### src/rtl/dpram_fifo_ctrl.sv
// First-word-fall-through stream FIFO controller wrapped around a simple
// dual-port RAM with registered reads. Port A writes, port B reads, and a
// 2-entry output buffer hides the one-cycle read latency so the FIFO can
// move one word per cycle in each direction.
module dpram_fifo_ctrl #(
  parameter int ADDR_WIDTH = 6,
  parameter int DATA_WIDTH = 8
) (
  input  logic                  clk,
  input  logic                  rst_n,
  // upstream
  input  logic                  s_valid,
  output logic                  s_ready,
  input  logic [DATA_WIDTH-1:0] s_data,
  // downstream
  output logic                  m_valid,
  input  logic                  m_ready,
  output logic [DATA_WIDTH-1:0] m_data,
  // occupancy
  output logic [ADDR_WIDTH:0]   count,
  // dpram port A (write)
  output logic                  ram_we_a,
  output logic [ADDR_WIDTH-1:0] ram_addr_a,
  output logic [DATA_WIDTH-1:0] ram_din_a,
  // dpram port B (read)
  output logic                  ram_we_b,
  output logic [ADDR_WIDTH-1:0] ram_addr_b,
  output logic [DATA_WIDTH-1:0] ram_din_b,
  input  logic [DATA_WIDTH-1:0] ram_dout_b
);

  localparam int DEPTH = 2 ** ADDR_WIDTH;
  localparam int PW    = ADDR_WIDTH + 1;

  // Pointers carry one extra MSB so full and empty are distinguishable.
  logic [PW-1:0]                  wptr, rptr, ram_occ;
  logic                           rd_pend;   // a RAM read is landing this cycle
  logic [1:0]                     ob_cnt;    // output buffer level, 0..2
  logic                           ob_hd;     // output buffer head index
  logic [1:0][DATA_WIDTH-1:0]     ob_mem;
  logic                           full, push, pop, rd_issue;
  logic [2:0]                     ob_lvl_nxt;

  // Occupancy uses registered wptr only: a word written this cycle is not
  // visible to the read side until next cycle, so no RAM bypass is needed.
  assign ram_occ = wptr - rptr;
  assign full    = (ram_occ == PW'(DEPTH));

  assign s_ready = rst_n & ~full;
  assign push    = s_valid & s_ready;
  assign m_valid = (ob_cnt != 2'd0);
  assign pop     = m_valid & m_ready;
  assign m_data  = ob_mem[ob_hd];

  // Buffer level next cycle if no new read is issued now. A read issued now
  // lands next cycle, so there must be a free slot for it then.
  assign ob_lvl_nxt = {1'b0, ob_cnt} + {2'b00, rd_pend} - {2'b00, pop};
  assign rd_issue   = (ram_occ != '0) & (ob_lvl_nxt < 3'd2);

  assign ram_we_a   = push;
  assign ram_addr_a = wptr[ADDR_WIDTH-1:0];
  assign ram_din_a  = s_data;
  assign ram_we_b   = 1'b0;
  assign ram_addr_b = rptr[ADDR_WIDTH-1:0];
  assign ram_din_b  = '0;

  assign count = ram_occ + PW'(rd_pend) + PW'(ob_cnt);

  // Write/read pointers; both wrap naturally at 2**PW.
  always_ff @(posedge clk or negedge rst_n) begin
    if (!rst_n) begin
      wptr <= '0;
      rptr <= '0;
    end else begin
      if (push)     wptr <= wptr + 1'b1;
      if (rd_issue) rptr <= rptr + 1'b1;
    end
  end

  // One-deep read-in-flight flag tracking the RAM's registered read.
  always_ff @(posedge clk or negedge rst_n) begin
    if (!rst_n) rd_pend <= 1'b0;
    else        rd_pend <= rd_issue;
  end

  // Output buffer: capture at the tail, retire from the head. Tail is head
  // when empty and the other slot when one word is held; capture never
  // happens with two words held because issue is throttled.
  always_ff @(posedge clk or negedge rst_n) begin
    if (!rst_n) begin
      ob_mem <= '0;
      ob_hd  <= 1'b0;
      ob_cnt <= 2'd0;
    end else begin
      if (rd_pend) ob_mem[ob_hd ^ ob_cnt[0]] <= ram_dout_b;
      if (pop)     ob_hd <= ~ob_hd;
      ob_cnt <= ob_lvl_nxt[1:0];
    end
  end

endmodule

### config.mk
export PLATFORM = sky130hd
export DESIGN_NAME = dpram_fifo_ctrl
export DESIGN_NICKNAME = d
export VERILOG_FILES = /design/src/rtl/dpram_fifo_ctrl.sv
export SDC_FILE = /design/constraint.sdc
export NUM_CORES = 1
export LEC_CHECK = 0
export ABC_CLOCK_PERIOD_IN_PS = 3600
export CAP_MARGIN = 20
export CORE_ASPECT_RATIO = 1.1
export CORE_MARGIN = 3
export CORE_UTILIZATION = 40
export CTS_BUF_LIST = sky130_fd_sc_hd__clkbuf_8
export CTS_CLUSTER_DIAMETER = 80
export CTS_CLUSTER_SIZE = 12
export DETAILED_ROUTE_END_ITERATION = 6
export HOLD_SLACK_MARGIN = 0.1
export PLACE_DENSITY = 0.68
export SETUP_SLACK_MARGIN = 0.02
export SLEW_MARGIN = 15
export SYNTH_ARGS = -nofsm -noshare
export SYNTH_HDL_FRONTEND = slang
export SYNTH_SLANG_ARGS = --single-unit
export TNS_END_PERCENT = 1
### constraint.sdc
create_clock -name clk -period 3.6 [get_ports clk]
set_clock_uncertainty 0.05 [all_clocks]
set_input_delay 0.54 -clock clk [delete_from_list [all_inputs] [get_ports clk]]
set_output_delay 0.54 -clock clk [all_outputs]
set_load 0.01 [all_outputs]
==> impl_metrics.csv, run 1 <==
group,metric,value,unit
run_status,status,"finished, final reports clean",
floorplanning,fp.dieH,84.9,um
timing,max_freq,293,MHz
job,maxCapViolations,0,
timing,final_max_slew_viol_count,0,
cts,clock_sinks,34,
placement,gp_congestion,0.801,
floorplanning,fp.dieW,77.7,um
cts,clk_pin_slew,0.07,ns
setup_path,required,3.01,ns
drt,drtAntennaViolNets,0,
setup_path,reg2reg_to,"rptr[1]$_DFFE_PN0P_",
cells_and_area,nets,280,
drt,routed_wl,4360,um
drt,wl_per_cell,13.6,um
setup_path,critical_path_arrival,2.83,ns
cells_and_area,fillers,516,
floorplanning,ios,67,
cts,clock_latency,0.28,ns
cts,h-tree-depth,2,
logic_synthesis,netlist_area,2260,sq um
global_route,grt_pass1_vias,1543,
setup_path,rr_worst_depth,11,
placement,portBuffers,41,
cts,clk_path_buf_depth,2,
drt,drcViolationCount,0,
setup_path,critical_path.startpoint_type,"flip-flop",
worst_hold_path,hold_path.class,"in2async",
cells_and_area,synthToLayoutAreaGrowth,21.5,%
drt,initialDrtViolationCount,70,
cells_and_area,diodes,0,
floorplanning,fp-row-count,28,
logic_synthesis,seq_area_frac_synth,37.6,%
global_route,antenna_found_initial,0,
global_route,grt_max_degree,40,
setup_path,critPathLaunch,"wptr[0]$_DFFE_PN0P_",
global_route,grt_usage,13.7,%
setup_path,rrSetupSlack,0.61,ns
logic_synthesis,ys_warn_count,0,
setup_path,cp-endpoint,"s_ready",
logic_synthesis,async_flop_share,100,%
global_route,grt.overflow.total,0,
timing,hold_viol,0,
setup_path,path_max_fanout,5,
cells_and_area,drive_gt1_share,24.9,%
drt,viasPerCell,4.82,
cts,cts_tree,"yes",
drt,vias,1542,
logic_synthesis,synth_edf_count,0,
logic_synthesis,yosysUniqueCellTypes,39,
logic_synthesis,synthCells,209,
floorplanning,dieArea,6590,sq um
logic_synthesis,synth_top_flop_cell,"dfrtp_1",
global_route,grt_pass1_wl,7270,um
cts,cts_root_buffer,"clkbuf_8",
timing,rsz0062_at_grt,"false",
timing,setup_viol,0,
timing,fin_crit_sh,94.9,%
cells_and_area,fin_cells,320,
floorplanning,start_util,41.7,%
drt,drt_pass1_iterations,4,
logic_synthesis,synth.avg_cell_area,10.8,sq um
floorplanning,core_area,5430,sq um
setup_path,critPathCaptureType,"output port",
placement,dp.cells,311,
logic_synthesis,synth-seq-cells,34,
cts,cts_buffers,5,
placement,dp_hpwl,3350,um
timing,fin_crit,3.42,ns
setup_path,crit_type,"reg2out",
setup_path,worstReg2RegStart,"wptr[0]$_DFFE_PN0P_",
==> state kept, by name (all words and copies together) (netlist names) <==
register  cells
ob_hd         1
ob_mem       16
wptr          7
ob_cnt        2
rd_pend       1
rptr          7
==> cells in the final DEF (no fill, tap or decap), types with 3 or more instances in the layout <==
cell             netlist  layout
nand2_1                4       4
nor2_1                11      10
mux2_2                25      25
inv_1                 20      19
ha_1                  11      10
clkbuf_8               0       5
buf_4                 29      12
nand3_1                3       3
xor2_1                 6       6
o211ai_1               6       6
o2111ai_1              3       3
clkdlybuf4s50_1        0      36
dfrtp_1               34      34
xnor2_1               21      20
conb_1                 1       9
==> synthesized netlist by cell type, drive strengths merged (2+ instances only) <==
master	count	share of area, %
xnor2	21	8.1
nand4	2	0.55
nor2	11	1.8
fa	4	3.5
o2111ai	3	1.2
o21ai	5	1.3
inv	20	3.3
o211ai	6	2.0
dfrtp	34	38
ha	11	6.1
nand3	3	0.66
a21oi	2	0.44
nand2	4	0.66
and3	2	0.55
xor2	6	2.3
buf	30	10
clkbuf	2	0.33
a211oi	2	0.88
mux2	26	13
==> area by class of cell <==
| cell class | instances | area [sq um] | area share (%) |
|---|---|---|---|
| Multi-Input combinational cell | 131 | 1160 | 42.3 |
| Sequential cell | 34 | 851 | 31.0 |
| Timing Repair Buffer | 53 | 488 | 17.8 |
| Tap cell | 75 | 93.8 | 3.42 |
| Inverter | 20 | 75.1 | 2.73 |
| Clock buffer | 5 | 68.8 | 2.50 |
| Clock inverter | 2 | 10.0 | 0.364 |
==> kinds of logic after synthesis <==
family	synth area share (%)
adder cells (fa/ha/maj)	9.62
flip-flops	37.6
other	0.166
XOR/XNOR	10.5
buffers and inverters	13.8
AND/OR/NAND/NOR	7.36
AO/OA/AOI/OAI	7.91
multiplexers	13.1
==> repair_timing <==
item / 4_1_cts / 5_1_grt
buffers inserted: 0 / 2
pin swaps: 1 / 5
endpoints found under the setup margin: 3 / 5
hold endpoints to repair: 0 / 0
hold buffers: 0 / 0
resized for setup: 4 / 15
==> critical path, stage by stage, from the launching register on <==
cell	delay, ns
dfrtp_1	0.39
inv_2	0.06
ha_2	0.17
inv_1	0.05
fa_2	0.38
a211oi_4	0.25
nor2_2	0.07
xnor2_2	0.15
or4b_4	0.59
o21a_1	0.20
clkdlybuf4s15_1	0.23
==> metrics by stage <==
step	TNS (ns)	utilization, %	hold slack, ns	instance area [sq um]	setup WS, ns
final	0	50.6	0.354	2750	0.185
after global routing	0	50.6	0.378	2750	0.0629
after CTS	-0.00554	49.9	0.363	2710	-0.00554
after detailed placement	0	48.4	0.436	2630	0.0449
after global placement	0	48.4	0.432	2630	0.107
after floorplan	0	-	0.194	2290	0.455
==> metal layers <==
layer	vias to the layer above	global-route usage [%]	share of wire (%)
li1	737	-	-
met1	754	18.9	45
met2	44	21.2	48
met3	7	3.61	5.7
met4	0	4.05	1.5
met5	-	0	0
==> worst min path at each step <==
stage	end	slack (ns)
global placement	ob_mem[8]$_DFFE_PN0P_	0.43
finish	ob_mem[3]$_DFFE_PN0P_	0.35
detailed placement	rptr[4]$_DFFE_PN0P_	0.44
global route	ob_mem[3]$_DFFE_PN0P_	0.38
CTS	ob_mem[15]$_DFFE_PN0P_	0.36
floorplan	ob_cnt[0]$_DFF_PN0_	0.19
Power of run 1 is not shown: default switching activity piles up to over one toggle a cycle in this logic, so the estimate is an artifact.
==> run 2, diff against run 1 <==
--- a/constraint.sdc
+++ b/constraint.sdc
@@ -4,2 +4,2 @@
 set_output_delay 0.54 -clock clk [all_outputs]
-set_load 0.01 [all_outputs]
+set_load 0.05 [all_outputs]
==> impl_metrics.csv, run 2 (same netlist as run 1, synthesis figures left out) <==
group,metric,value,unit
drt,vias,1506,
timing,max_freq,284,MHz
floorplanning,ios,67,
setup_path,cpPeakStageDelay,0.60,ns
placement,post_dp_cell_area,2610,sq um
floorplanning,fp.dieH,84.9,um
cts,clock_latency,0.28,ns
timing,relSlewSlack,64.2,%
cells_and_area,nets,277,
timing,layout_setup_ws,0.0840,ns
placement,dp_hpwl,3250,um
drt,drcViolationCount,0,
cts,cts_buffers,5,
drt,drtAntennaViolNets,0,
worst_hold_path,hold_path_startpoint,"rptr[6]$_DFFE_PN0P_",
setup_path,crit_type,"reg2out",
drt,wl_per_cell,14.1,um
cells_and_area,synthToLayoutAreaGrowth,26.7,%
floorplanning,fp-row-count,28,
timing,rsz0062_at_grt,"true",
run_status,status,"finished, final reports clean",
global_route,grt_pass1_wl,7400,um
cells_and_area,largest_reg_flops,16,
timing,fin_crit,3.52,ns
cts,cts_tree,"yes",
cells_and_area,reg_top3,"ob_mem: 16 flops, rptr: 7 flops, wptr: 7 flops",
setup_path,critPathLaunch,"wptr[0]$_DFFE_PN0P_",
setup_path,path_max_fanout,7,
placement,pre_cts_ws,0.150,ns
setup_path,crit_slowest_cell,"or4b_4",
setup_path,worstReg2RegStart,"wptr[0]$_DFFE_PN0P_",
timing,fin_crit_sh,97.7,%
floorplanning,core_area,5430,sq um
floorplanning,fp.dieW,77.7,um
cells_and_area,regMostFlops,"ob_mem",
cells_and_area,drive_gt1_share,28.4,%
timing,setup_viol,0,
cells_and_area,layout_common_cells,"33 x clkdlybuf4s50_1, 33 x dfrtp_1, 25 x mux2_2",
floorplanning,dieArea,6590,sq um
worst_hold_path,hold_path.class,"reg2reg",
setup_path,critPathCaptureType,"output port",
floorplanning,start_util,41.7,%
setup_path,critical_path_arrival,2.93,ns
cts,h-tree-depth,2,
global_route,grt.overflow.total,0,
timing,whs,0.443,ns
cts,clk_path_buf_depth,2,
cts,clk_pin_slew,0.07,ns
drt,initialDrtViolationCount,80,
drt,viasPerCell,4.74,
job,maxCapViolations,0,
setup_path,rrSetupSlack,0.50,ns
global_route,grt_pass1_vias,1568,
placement,gp_congestion,0.835,
setup_path,critical_path.startpoint_type,"flip-flop",
placement,portBuffers,41,
setup_path,required,3.01,ns
cts,clock_sinks,34,
cells_and_area,diodes,0,
timing,final_max_slew_viol_count,0,
drt,drt_pass1_iterations,4,
drt,routed_wl,4480,um
cts,cts_root_buffer,"clkbuf_8",
cells_and_area,final_cell_area,2870,sq um
global_route,grt_usage,14.1,%
global_route,antenna_found_initial,0,
timing,worst_pin_slew,0.535,ns
global_route,grt_max_degree,38,
setup_path,cp_cell_sequence,"inv_2 > ha_4 > inv_1 > fa_2 > buf_4 > xnor2_1 > nand3_1 > or4b_4 > o211a_4 > buf_8",
timing,hold_viol,0,
## run 2: cell types whose count changed in the layout (fill, tap and decap cells not counted), sizes merged
| cell | change |
|---|---|
| buf | +3 |
| bufinv | +2 |
| clkbuf | -2 |
| clkdlybuf4s15 | -1 |
| clkdlybuf4s50 | -3 |
| clkinv | -1 |
| dlygate4sd3 | +1 |
| dlymetal6s2s | -1 |
## run 2: final timing paths
kind	endpoint	cells past startpoint
worst max-delay path	ram_we_a	10
worst min-delay path	rptr[6]$_DFFE_PN0P_	1
worst max register to register	rptr[1]$_DFFE_PN0P_	11
worst min register to register	rptr[6]$_DFFE_PN0P_	1
max in group asynchronous	rptr[0]$_DFFE_PN0P_	3
min in group asynchronous	wptr[5]$_DFFE_PN0P_	2
## run 2: cell type report
type / count / area [sq um]
Tap cell: 75 / 93.8
Multi-Input combinational cell: 131 / 1200
Inverter: 20 / 75.1
Fill cell: 497 / 2560
Clock buffer: 5 / 68.8
Timing Repair Buffer: 50 / 503
Sequential cell: 34 / 852
Clock inverter: 3 / 68.8
## run 2: critical path, delay by kind of cell, from the launching register on
family	cells	cell delay, ns
AND/OR/NAND/NOR	2	0.75
adder cells (fa/ha/maj)	2	0.52
AO/OA/AOI/OAI	1	0.29
flip-flops	1	0.39
buffers and inverters	4	0.45
XOR/XNOR	1	0.25
## run 2: stage by stage
stage / cells / util [%] / TNS, ns
floorplan: 217 / - / 0
global placement: 304 / 48.0 / 0
detailed placement: 304 / 48.0 / 0
CTS: 315 / 51.4 / 0
global route: 318 / 52.8 / -0.0214
finish: 318 / 52.8 / 0
## run 2: per-layer routing
metal  up-vias  track usage [%]  routed length (um)
li1        728                -                   -
met1       728             18.5                2040
met2        42             22.1                2120
met3         8             4.25                 239
met4         0             5.02                  77
met5         -                0                   0
## run 2: what timing repair did
action | 4_1_cts | 5_1_grt
buffers inserted | 2 | 3
pin swaps | 3 | 7
gates resized for setup | 5 | 12
hold buffers | 1 | 0
endpoints found under the setup margin | 3 | 4
endpoints found under the hold margin | 1 | 0
Power of run 2 is left out for the same reason.
